==> config.mk <==
export PLATFORM = sky130hd
export DESIGN_NAME = mb_pc_sequencer_flat
export DESIGN_NICKNAME = d
export VERILOG_FILES = /design/src/rtl/mb_pc_sequencer_pkg.sv /design/src/rtl/mb_pc_sequencer_if.sv /design/src/rtl/mb_pc_sequencer_ret_stack.sv /design/src/rtl/mb_pc_sequencer.sv /design/src/flat_wrapper.sv
export SDC_FILE = /design/constraint.sdc
export NUM_CORES = 1
export LEC_CHECK = 0
export ABC_AREA = 1
export CORE_AREA = 2 2 107 57
export DETAILED_ROUTE_END_ITERATION = 8
export DIE_AREA = 0 0 109 59
export DONT_BUFFER_PORTS = 1
export PLACE_DENSITY = 0.64
export REMOVE_ABC_BUFFERS = 1
export SLEW_MARGIN = 40
export SYNTH_ARGS = -nofsm -noshare
export SYNTH_HDL_FRONTEND = slang
export SYNTH_SLANG_ARGS = --single-unit
==> constraint.sdc <==
create_clock -name CLK -period 2.2 [get_ports CLK]
set_clock_uncertainty 0.05 [all_clocks]
set_input_delay 0.33 -clock CLK [delete_from_list [all_inputs] [get_ports CLK]]
set_output_delay 0.33 -clock CLK [all_outputs]
set_load 0.005 [all_outputs]
==> src/rtl/mb_pc_sequencer_pkg.sv <==
// Shared definitions for the math-box program sequencer (package mb_seq_pkg).
// Holds the sequencer state encoding and the default widths.
package mb_seq_pkg;

  // Sequencer states: IDLE waits for a start strobe, RUN steps the ROM address.
  typedef enum logic {
    MB_IDLE = 1'b0,
    MB_RUN  = 1'b1
  } mb_state_e;

  // Default program counter width (multiple of 4: CPU writes it as nibbles).
  localparam int MB_PC_W        = 8;
  // Default return-address stack depth and matching pointer width.
  localparam int MB_STACK_DEPTH = 4;
  localparam int MB_SP_W        = 2;

endpackage

==> src/rtl/mb_pc_sequencer_if.sv <==
// Bus between the CPU/microcode side and the program sequencer.
// master: drives start strobe and microcode control, observes PC/status.
// slave:  the sequencer itself.
interface mb_pc_sequencer_if
  import mb_seq_pkg::*;
#(
  parameter int PC_W = MB_PC_W
);
  logic            LDAB;
  logic [PC_W-1:0] Addr_In;
  logic            Halt_In;
  logic            Jmp_In;
  logic            Cond_In;
  logic            Call_In;
  logic            Ret_In;
  logic [PC_W-1:0] Jmp_Addr;
  logic [PC_W-1:0] PC;
  logic            Running;
  logic            Done;
  logic            Stack_Err;

  modport master (
    output LDAB, Addr_In, Halt_In, Jmp_In, Cond_In, Call_In, Ret_In, Jmp_Addr,
    input  PC, Running, Done, Stack_Err
  );

  modport slave (
    input  LDAB, Addr_In, Halt_In, Jmp_In, Cond_In, Call_In, Ret_In, Jmp_Addr,
    output PC, Running, Done, Stack_Err
  );
endinterface

==> src/rtl/mb_pc_sequencer_ret_stack.sv <==
// Return-address LIFO for the program sequencer (module mb_ret_stack).
// Push on full and pop on empty are ignored; the caller flags those as errors.
// The occupancy counter is one bit wider than SP_W so "full" (== DEPTH) is
// representable alongside "empty" (== 0).
module mb_ret_stack
  import mb_seq_pkg::*;
#(
  parameter int PC_W  = MB_PC_W,
  parameter int DEPTH = MB_STACK_DEPTH,
  parameter int SP_W  = MB_SP_W
) (
  input  logic            clk,
  input  logic            rst,
  input  logic            push,
  input  logic            pop,
  input  logic            clear,
  input  logic [PC_W-1:0] push_data,
  output logic [PC_W-1:0] top_data,
  output logic            full,
  output logic            empty
);
  localparam int CNT_W = SP_W + 1;

  logic [PC_W-1:0]  mem_q [DEPTH];
  logic [PC_W-1:0]  mem_d [DEPTH];
  logic [CNT_W-1:0] cnt_q;
  logic [CNT_W-1:0] cnt_d;

  assign full     = (cnt_q == CNT_W'(DEPTH));
  assign empty    = (cnt_q == '0);
  assign top_data = mem_q[SP_W'(cnt_q - CNT_W'(1))];

  // Next-state: clear wins, then a guarded push, then a guarded pop.
  always_comb begin
    mem_d = mem_q;
    cnt_d = cnt_q;
    if (clear) begin
      cnt_d = '0;
    end else if (push && !full) begin
      mem_d[cnt_q[SP_W-1:0]] = push_data;
      cnt_d                  = cnt_q + CNT_W'(1);
    end else if (pop && !empty) begin
      cnt_d = cnt_q - CNT_W'(1);
    end
  end

  // Stack storage and pointer; reset clears every entry.
  always_ff @(posedge clk or posedge rst) begin
    if (rst) begin
      cnt_q <= '0;
      for (int i = 0; i < DEPTH; i++) begin
        mem_q[i] <= '0;
      end
    end else begin
      cnt_q <= cnt_d;
      mem_q <= mem_d;
    end
  end
endmodule

==> src/rtl/mb_pc_sequencer.sv <==
// Math-box program sequencer: loads a start address on LDAB, then produces one
// microcode ROM address per clock with conditional jump, call/return through
// mb_ret_stack, and halt. PC, Running, Done and Stack_Err are all registered.
// Optional build macro MB_SEQ_ERR_HALT_EN: a stack over/underflow also stops
// the sequencer (RUN->IDLE, Done pulse, PC held) instead of only flagging it.
module mb_pc_sequencer
  import mb_seq_pkg::*;
#(
  parameter int PC_W        = MB_PC_W,
  parameter int STACK_DEPTH = MB_STACK_DEPTH,
  parameter int SP_W        = MB_SP_W
) (
  input  logic              CLK,
  input  logic              Begin,
  mb_pc_sequencer_if.slave  bus
);
  mb_state_e       state_q, state_d;
  logic [PC_W-1:0] pc_q, pc_d;
  logic            done_q, done_d;
  logic            err_q, err_d;

  logic [PC_W-1:0] pc_inc;
  logic [PC_W-1:0] stk_top;
  logic            stk_push, stk_pop, stk_clr;
  logic            stk_full, stk_empty;

  // Sequential address wraps modulo 2^PC_W; the pushed return address too.
  assign pc_inc = pc_q + PC_W'(1);

  mb_ret_stack #(
    .PC_W  (PC_W),
    .DEPTH (STACK_DEPTH),
    .SP_W  (SP_W)
  ) u_stack (
    .clk       (CLK),
    .rst       (Begin),
    .push      (stk_push),
    .pop       (stk_pop),
    .clear     (stk_clr),
    .push_data (pc_inc),
    .top_data  (stk_top),
    .full      (stk_full),
    .empty     (stk_empty)
  );

  // Next-address mux and state decisions; LDAB restarts from any state.
  always_comb begin
    state_d  = state_q;
    pc_d     = pc_q;
    done_d   = 1'b0;
    err_d    = err_q;
    stk_push = 1'b0;
    stk_pop  = 1'b0;
    stk_clr  = 1'b0;
    if (bus.LDAB) begin
      state_d = MB_RUN;
      pc_d    = bus.Addr_In;
      stk_clr = 1'b1;
    end else if (state_q == MB_RUN) begin
      if (bus.Halt_In) begin
        state_d = MB_IDLE;
        done_d  = 1'b1;
      end else if (bus.Ret_In) begin
        if (!stk_empty) begin
          stk_pop = 1'b1;
          pc_d    = stk_top;
        end else begin
          err_d = 1'b1;
`ifdef MB_SEQ_ERR_HALT_EN
          state_d = MB_IDLE;
          done_d  = 1'b1;
`else
          pc_d    = pc_inc;
`endif
        end
      end else if (bus.Call_In) begin
        if (!stk_full) begin
          stk_push = 1'b1;
          pc_d     = bus.Jmp_Addr;
        end else begin
          err_d = 1'b1;
`ifdef MB_SEQ_ERR_HALT_EN
          state_d = MB_IDLE;
          done_d  = 1'b1;
`else
          pc_d    = bus.Jmp_Addr;
`endif
        end
      end else if (bus.Jmp_In && bus.Cond_In) begin
        pc_d = bus.Jmp_Addr;
      end else begin
        pc_d = pc_inc;
      end
    end
  end

  // FSM with registered PC, Done pulse and sticky stack error.
  always_ff @(posedge CLK or posedge Begin) begin
    if (Begin) begin
      state_q <= MB_IDLE;
      pc_q    <= '0;
      done_q  <= 1'b0;
      err_q   <= 1'b0;
    end else begin
      state_q <= state_d;
      pc_q    <= pc_d;
      done_q  <= done_d;
      err_q   <= err_d;
    end
  end

  assign bus.PC        = pc_q;
  assign bus.Running   = (state_q == MB_RUN);
  assign bus.Done      = done_q;
  assign bus.Stack_Err = err_q;
endmodule

==> src/flat_wrapper.sv <==
// flat-port wrapper written by rule: the top's interface ports become plain ports
module mb_pc_sequencer_flat import mb_seq_pkg::*;
#(
  parameter int PC_W        = MB_PC_W,
  parameter int STACK_DEPTH = MB_STACK_DEPTH,
  parameter int SP_W        = MB_SP_W
)
  (CLK, Begin, bus_LDAB, bus_Addr_In, bus_Halt_In, bus_Jmp_In, bus_Cond_In, bus_Call_In, bus_Ret_In, bus_Jmp_Addr, bus_PC, bus_Running, bus_Done, bus_Stack_Err);
  mb_pc_sequencer_if #(.PC_W(PC_W)) bus_i ();
  input  logic CLK;
  input  logic Begin;
  input wire logic [$bits(bus_i.LDAB)-1:0] bus_LDAB;
  input wire logic [$bits(bus_i.Addr_In)-1:0] bus_Addr_In;
  input wire logic [$bits(bus_i.Halt_In)-1:0] bus_Halt_In;
  input wire logic [$bits(bus_i.Jmp_In)-1:0] bus_Jmp_In;
  input wire logic [$bits(bus_i.Cond_In)-1:0] bus_Cond_In;
  input wire logic [$bits(bus_i.Call_In)-1:0] bus_Call_In;
  input wire logic [$bits(bus_i.Ret_In)-1:0] bus_Ret_In;
  input wire logic [$bits(bus_i.Jmp_Addr)-1:0] bus_Jmp_Addr;
  output wire logic [$bits(bus_i.PC)-1:0] bus_PC;
  output wire logic [$bits(bus_i.Running)-1:0] bus_Running;
  output wire logic [$bits(bus_i.Done)-1:0] bus_Done;
  output wire logic [$bits(bus_i.Stack_Err)-1:0] bus_Stack_Err;
  assign bus_i.LDAB = bus_LDAB;
  assign bus_i.Addr_In = bus_Addr_In;
  assign bus_i.Halt_In = bus_Halt_In;
  assign bus_i.Jmp_In = bus_Jmp_In;
  assign bus_i.Cond_In = bus_Cond_In;
  assign bus_i.Call_In = bus_Call_In;
  assign bus_i.Ret_In = bus_Ret_In;
  assign bus_i.Jmp_Addr = bus_Jmp_Addr;
  assign bus_PC = bus_i.PC;
  assign bus_Running = bus_i.Running;
  assign bus_Done = bus_i.Done;
  assign bus_Stack_Err = bus_i.Stack_Err;
  mb_pc_sequencer #(.PC_W(PC_W), .STACK_DEPTH(STACK_DEPTH), .SP_W(SP_W)) u_core (.CLK(CLK), .Begin(Begin), .bus(bus_i));
endmodule
* Word-level counts from Yosys, hierarchy flattened
Cells that the tools add are included.
** Word-level totals
- Register bits :: 46
- Input port bits :: 24
- Output and inout port bits :: 11
- Logic and storage cells :: 75
** Operators by class
- $add $sub $neg :: 3
- Magnitude comparators :: 3
- Equality and inequality tests :: 3
- Multiplexer cells :: 38
- Bitwise operators :: 5
- Reduce and logical (&&, ||, !) cells :: 14
** Operators with widths (count)
- two-way mux 8 bit :: 10
- bitwise mux 32 bit :: 1
- two-way mux 1 bit :: 22
- binary-select mux 8 bit (select 2 bit) :: 1
- demux 8 bit (select 2 bit) :: 1
- two-way mux 3 bit :: 3
- adder 8 x 1 -> 8 bit, second input constant :: 1
- >= comparator 3 bit, second input constant :: 2
- NOT 2 -> 3 bit :: 2
- AND reduction 6 bit :: 1
- nonzero test 2 bit :: 3
- logical AND 1 bit :: 4
- AND reduction 2 bit :: 2
- adder 3 x 1 -> 3 bit, second input constant :: 1
- == test 3 bit, second input constant :: 1
- logical NOT 3 bit :: 1
- less-than comparator 3 x 1 -> 1 bit, second input constant :: 1
- NOT 1 bit :: 3
- nonzero test 3 bit :: 1
- subtractor 3 x 1 -> 3 bit, second input constant :: 1
- logical NOT 1 bit :: 2
- inequality test 2 x 1 -> 1 bit, second input constant :: 1
- inequality test 2 bit, second input constant :: 1

* Longest topological paths before layout
- Word-level depth :: 10
- Gate-level depth with buffers :: 13
- Depth with buffers taken out :: 11

* Hierarchy
From an unflattened synthesis, not the netlist that was laid out.
** Second synthesis, totals
- Cell total of the unflattened synthesis :: 398
- Area, all modules :: 2777.7 µm²
** By module, submodules not included
- mb_ret_stack :: times used 1, cells an instance 231, area an instance 1818.0 µm², seq. area each 875.8 µm²
- mb_pc_sequencer :: times used 1, cells an instance 167, area an instance 959.7 µm², seq. area each 275.3 µm²

* Worst setup path before layout
OpenSTA, ideal clock, no wires.
- Kind :: reg-to-reg
- From :: register u_core.u_stack.cnt_q[0]
- To :: register u_core.u_stack.mem_q[0] (netlist name)
- Setup time :: 127 ps
- Data arrival time :: 1860 ps
- Required time :: 2023 ps
- Path slack :: 164 ps
- Cell stages (with the launch flop) :: 12
- Path buffers :: 3
- Clock period less this slack :: 2036 ps
- Cells stage by stage :: dfrtp_1 > buf_2 > inv_2 > buf_2 > ha_1 > nand2_1 > nand3_2 > nor3_4 > nand2_2 > buf_6 > nand2_1 > o21ai_2
** Between the ends
- Cells in the longest elaborated chain, start to end :: 9
- Elaborated cells between the ends (all ways) :: 17
- Classes of those cells :: 2 x order compare; 1 x eq/ne; 9 x mux; 1 x bitwise; 4 x reduce/logical
** RTL lines
- start: declaration :: RTL line mb_pc_sequencer_ret_stack.sv:26 : logic [CNT_W-1:0] cnt_q;
- start signal: assignment :: RTL line mb_pc_sequencer_ret_stack.sv:55 : cnt_q <= cnt_d;
- == test 3 bit :: RTL line mb_pc_sequencer_ret_stack.sv:29 : assign full = (cnt_q == CNT_W'(DEPTH));
- two-way mux 1 bit :: RTL line mb_pc_sequencer.sv:77 : if (!stk_full) begin
- two-way mux 1 bit :: RTL line mb_pc_sequencer.sv:76 : end else if (bus.Call_In) begin
- two-way mux 1 bit :: RTL line mb_pc_sequencer.sv:63 : end else if (bus.Ret_In) begin
- two-way mux 1 bit :: RTL line mb_pc_sequencer.sv:60 : if (bus.Halt_In) begin
- two-way mux 1 bit :: RTL line mb_pc_sequencer.sv:59 : end else if (state_q == MB_RUN) begin
- two-way mux 1 bit :: RTL line mb_pc_sequencer.sv:55 : if (bus.LDAB) begin
- logical AND 1 bit :: RTL line mb_pc_sequencer_ret_stack.sv:39 : end else if (push && !full) begin
- AND reduction 2 bit (no source line)
- end signal: assignment :: RTL line mb_pc_sequencer_ret_stack.sv:56 : mem_q <= mem_d;
- end: declaration :: RTL line mb_pc_sequencer_ret_stack.sv:24 : logic [PC_W-1:0] mem_q [DEPTH];
Several ways; a longest one is shown, not always the timed one.
A chain may end at the register's enable or synchronous reset.

* Worst setup path in the final report
- From :: register u_core.u_stack.cnt_q[1]
- To :: register u_core.u_stack.mem_q[15] (netlist name)
The elaborated chain is that of the path after synthesis.

==> flow_metrics.env <==
export IMPL_dp_cells=441
export IMPL_slew_viol_final=0
export IMPL_cts_hold_buf=0
export IMPL_period_needed_ns=1.98
export IMPL_drtIter0Drc=200
export IMPL_vias_per_cell=5.26
export IMPL_fill_cells=531
export IMPL_grt_max_degree=47
export IMPL_num_antenna_cells=0
export IMPL_top_usage_layer="met2"
export IMPL_grt_overflow_total=0
export IMPL_cts_tree="yes"
export IMPL_cp_top_family="simple AND/OR/NAND/NOR gates"
export IMPL_r2r_setup_slack_ns=0.22
export IMPL_final_area_mm2=0.00285
export IMPL_syn_area_mm2=0.00270
export IMPL_worstMarginPinSlew_ns=0.605
export IMPL_grt_use_met2=0.347
export IMPL_dpl_cell_area_mm2=0.00274
export IMPL_dp_hpwl_um=4690
export IMPL_arrival_ns=2.18
export IMPL_cp_required_ns=2.40
export IMPL_clk_root_buffer_cell="clkbuf_8"
export IMPL_swShare=0.364
export IMPL_total_leakage_power_nw=1.47
export IMPL_pre_cts_ws_ns=0.241
export IMPL_peakVddDrop_v=0.000351
export IMPL_grt_pass1_vias=2231
export IMPL_ctsHtreeMaxLevel=2
export IMPL_grt_setup_unrepaired="false"
export IMPL_die_y_um=59
export IMPL_clkPwrFrac=0.259
export IMPL_relSlewSlack=0.595
export IMPL_path_clk_slew_ns=0.09
export IMPL_hold_viol=12
export IMPL_drc=0
export IMPL_crit_chain="inv_1 > ha_1 > nand2_1 > nand3_2 > nor3_4 > nand2_2 > inv_1 > nand2_1 > nand2_1"
export IMPL_start_kind="register"
export IMPL_cp_slowest_cell="dfrtp_1"
export IMPL_gp_congestion=0.835
export IMPL_outcome="finished with violations"
export IMPL_finalCritPeriodShare=0.898
export IMPL_yosysUniqueCellTypes=24
export IMPL_core_mm2=0.00540
export IMPL_critPathKind="register to register"
export IMPL_wl_um=6660
export IMPL_syn_inst=375
export IMPL_grt_first_pass_wirelength_um=11100
export IMPL_routedWlPerCell_um=14.8
export IMPL_yosysSeqAreaShare=0.427
export IMPL_path_max_fanout=14
export IMPL_slowest_delay_ns=0.39
export IMPL_clk_path_buf_depth=2
export IMPL_fin_ws_ns=0.224
export IMPL_instances_no_fill=449
export IMPL_failed_checks="hold timing"
export IMPL_yosysWarnings=0
export IMPL_die_w_um=109
export IMPL_dr_pass1_iters=5
export IMPL_tns_ns=0
export IMPL_setup_viol=0
export IMPL_pwr_share_comb=0.280
export IMPL_rows=19
export IMPL_worstSetupEndpointType="register"
export IMPL_area_delta_synth_final_pct=5.47
export IMPL_syn_area_per_cell_um2=7.20
export IMPL_dr_total_vias=2360
export IMPL_cts_made_buffers=5
export IMPL_insertion_delay_ns=0.31
export IMPL_drv_cap=0
export IMPL_final_layout_size_suffix_gt1_frac=0.0904
export IMPL_holdCritPathClass="input port to async pin"
export IMPL_initial_utilization=0.500
export IMPL_grtUsageMet3=0.0473
export IMPL_synth_seq_cells=46
export IMPL_p_int_mw=1.61
export IMPL_cts_sinks=46
export IMPL_drtAntennaViolNets=0
export IMPL_antenna_found_initial=0
export IMPL_powerDensity_mw_per_mm2=888
export IMPL_sequentialPowerShare=0.461
export IMPL_crit_buf_inv=2
export IMPL_multi_input_area_mm2=0.00132
export IMPL_grtUsageMet1=0.338
export IMPL_fin_worst_hold_slack_ns=-0.00602
export IMPL_max_freq_mhz=506
export IMPL_io_pins=35
export IMPL_grt_usage=0.231
export IMPL_crit_top_cell="nand2_1"
export IMPL_post_cts_repair_setup_buffers=0
export IMPL_nets=405
export IMPL_portBuffers=0
export IMPL_die_area_mm2=0.00643
export IMPL_ctsResizeCount=0
export IMPL_regArea_mm2=0.00115
export IMPL_p_switching_mw=0.920
[metal layers]
metal,vias up,part of all wire
met2,81,0.42
li1,1189,-
met4,0,0.0077
met1,1082,0.49
met3,8,0.079
met5,-,0
[stage by stage]
stage,utilization,power (mW)
detailed placement,0.507,1.88
global placement,0.507,1.86
global route,0.527,2.70
finish,0.527,2.53
floorplan,-,1.67
CTS,0.527,2.52
[layout by cell type (no fill, tap or decap), drive strengths merged]
master,instances
ha,6
nand3,33
o22ai,1
a21oi,10
buf,5
clkbuf,6
nand2,139
nor3,1
nand4,2
bufinv,1
o21ai,39
dfrtp,46
a31o,1
nor2,49
clkinvlp,1
inv,31
clkinv,3
xnor2,2
[worst paths after layout]
path                                             to               startpoint  depth (start not counted)
min reg2reg                 u_core.u_stack.mem_q[4]  u_core.u_stack.mem_q[4]                          2
max reg2reg                u_core.u_stack.mem_q[15]  u_core.u_stack.cnt_q[1]                          9
min                        u_core.u_stack.mem_q[10]                    Begin                          2
min in group CLK                    u_core.bus.Done                 bus_LDAB                          1
max in group asynchronous   u_core.u_stack.cnt_q[2]                    Begin                          2
max                        u_core.u_stack.mem_q[15]  u_core.u_stack.cnt_q[1]                          9
[power groups by stage]
| stage | Combinational [mW] | Clock, mW | Sequential [mW] |
|---|---|---|---|
| 4_1_cts | 0.702 | 0.657 | 1.16 |
| 5_1_grt | 0.805 | 0.703 | 1.19 |
| 2_1_floorplan | 0.519 | 0 | 1.15 |
| 3_5_place_dp | 0.700 | 0 | 1.18 |
| 6_report | 0.707 | 0.656 | 1.16 |
| 3_3_place_gp | 0.685 | 0 | 1.17 |
[cell type report]
class / instances / share of cell area
multi-input cells: 283 / 0.462
flip-flops and latches: 46 / 0.404
inverters: 34 / 0.0492
well taps: 73 / 0.0321
clock buffers: 6 / 0.0255
clock inverters: 2 / 0.0132
repair buffers: 5 / 0.0132
[state kept, by name, summed over array words and instances, names as in the netlist]
register              flops
u_core.bus.Done           1
u_core.u_stack.cnt_q      3
u_core.bus.Running        1
u_core.bus.Stack_Err      1
u_core.u_stack.mem_q     32
u_core.bus.PC             8
[synth_stat cells (all sizes together)]
cell type | n | area, µm²
o22ai | 1 | 6.26
clkinv | 3 | 23.8
a21oi | 10 | 50.1
nor3 | 1 | 16.3
buf | 12 | 91.3
inv | 31 | 116
ha | 6 | 75.1
xnor2 | 2 | 17.5
nand2 | 139 | 537
nor2 | 49 | 186
nand3 | 33 | 170
dfrtp | 46 | 1150
o21ai | 39 | 236
a31o | 1 | 8.76
nand4 | 2 | 12.5
[worst reg2reg max path: stages, from the launching register on]
cell	delay, ns
dfrtp_1	0.39
inv_1	0.10
ha_1	0.23
nand2_1	0.13
nand3_2	0.09
nor3_4	0.32
nand2_2	0.30
inv_1	0.18
nand2_1	0.07
nand2_1	0.06
[kinds of logic after synthesis]
family          count (synthesis)  share of synthesized area
compound gates                 51                      0.112
xor+xnor                        2                    0.00649
fa+ha+maj                       6                     0.0278
buf+inv                        46                     0.0858
flops                          46                      0.427
simple gates                  224                      0.342
(Power assumes the default switching activity.)
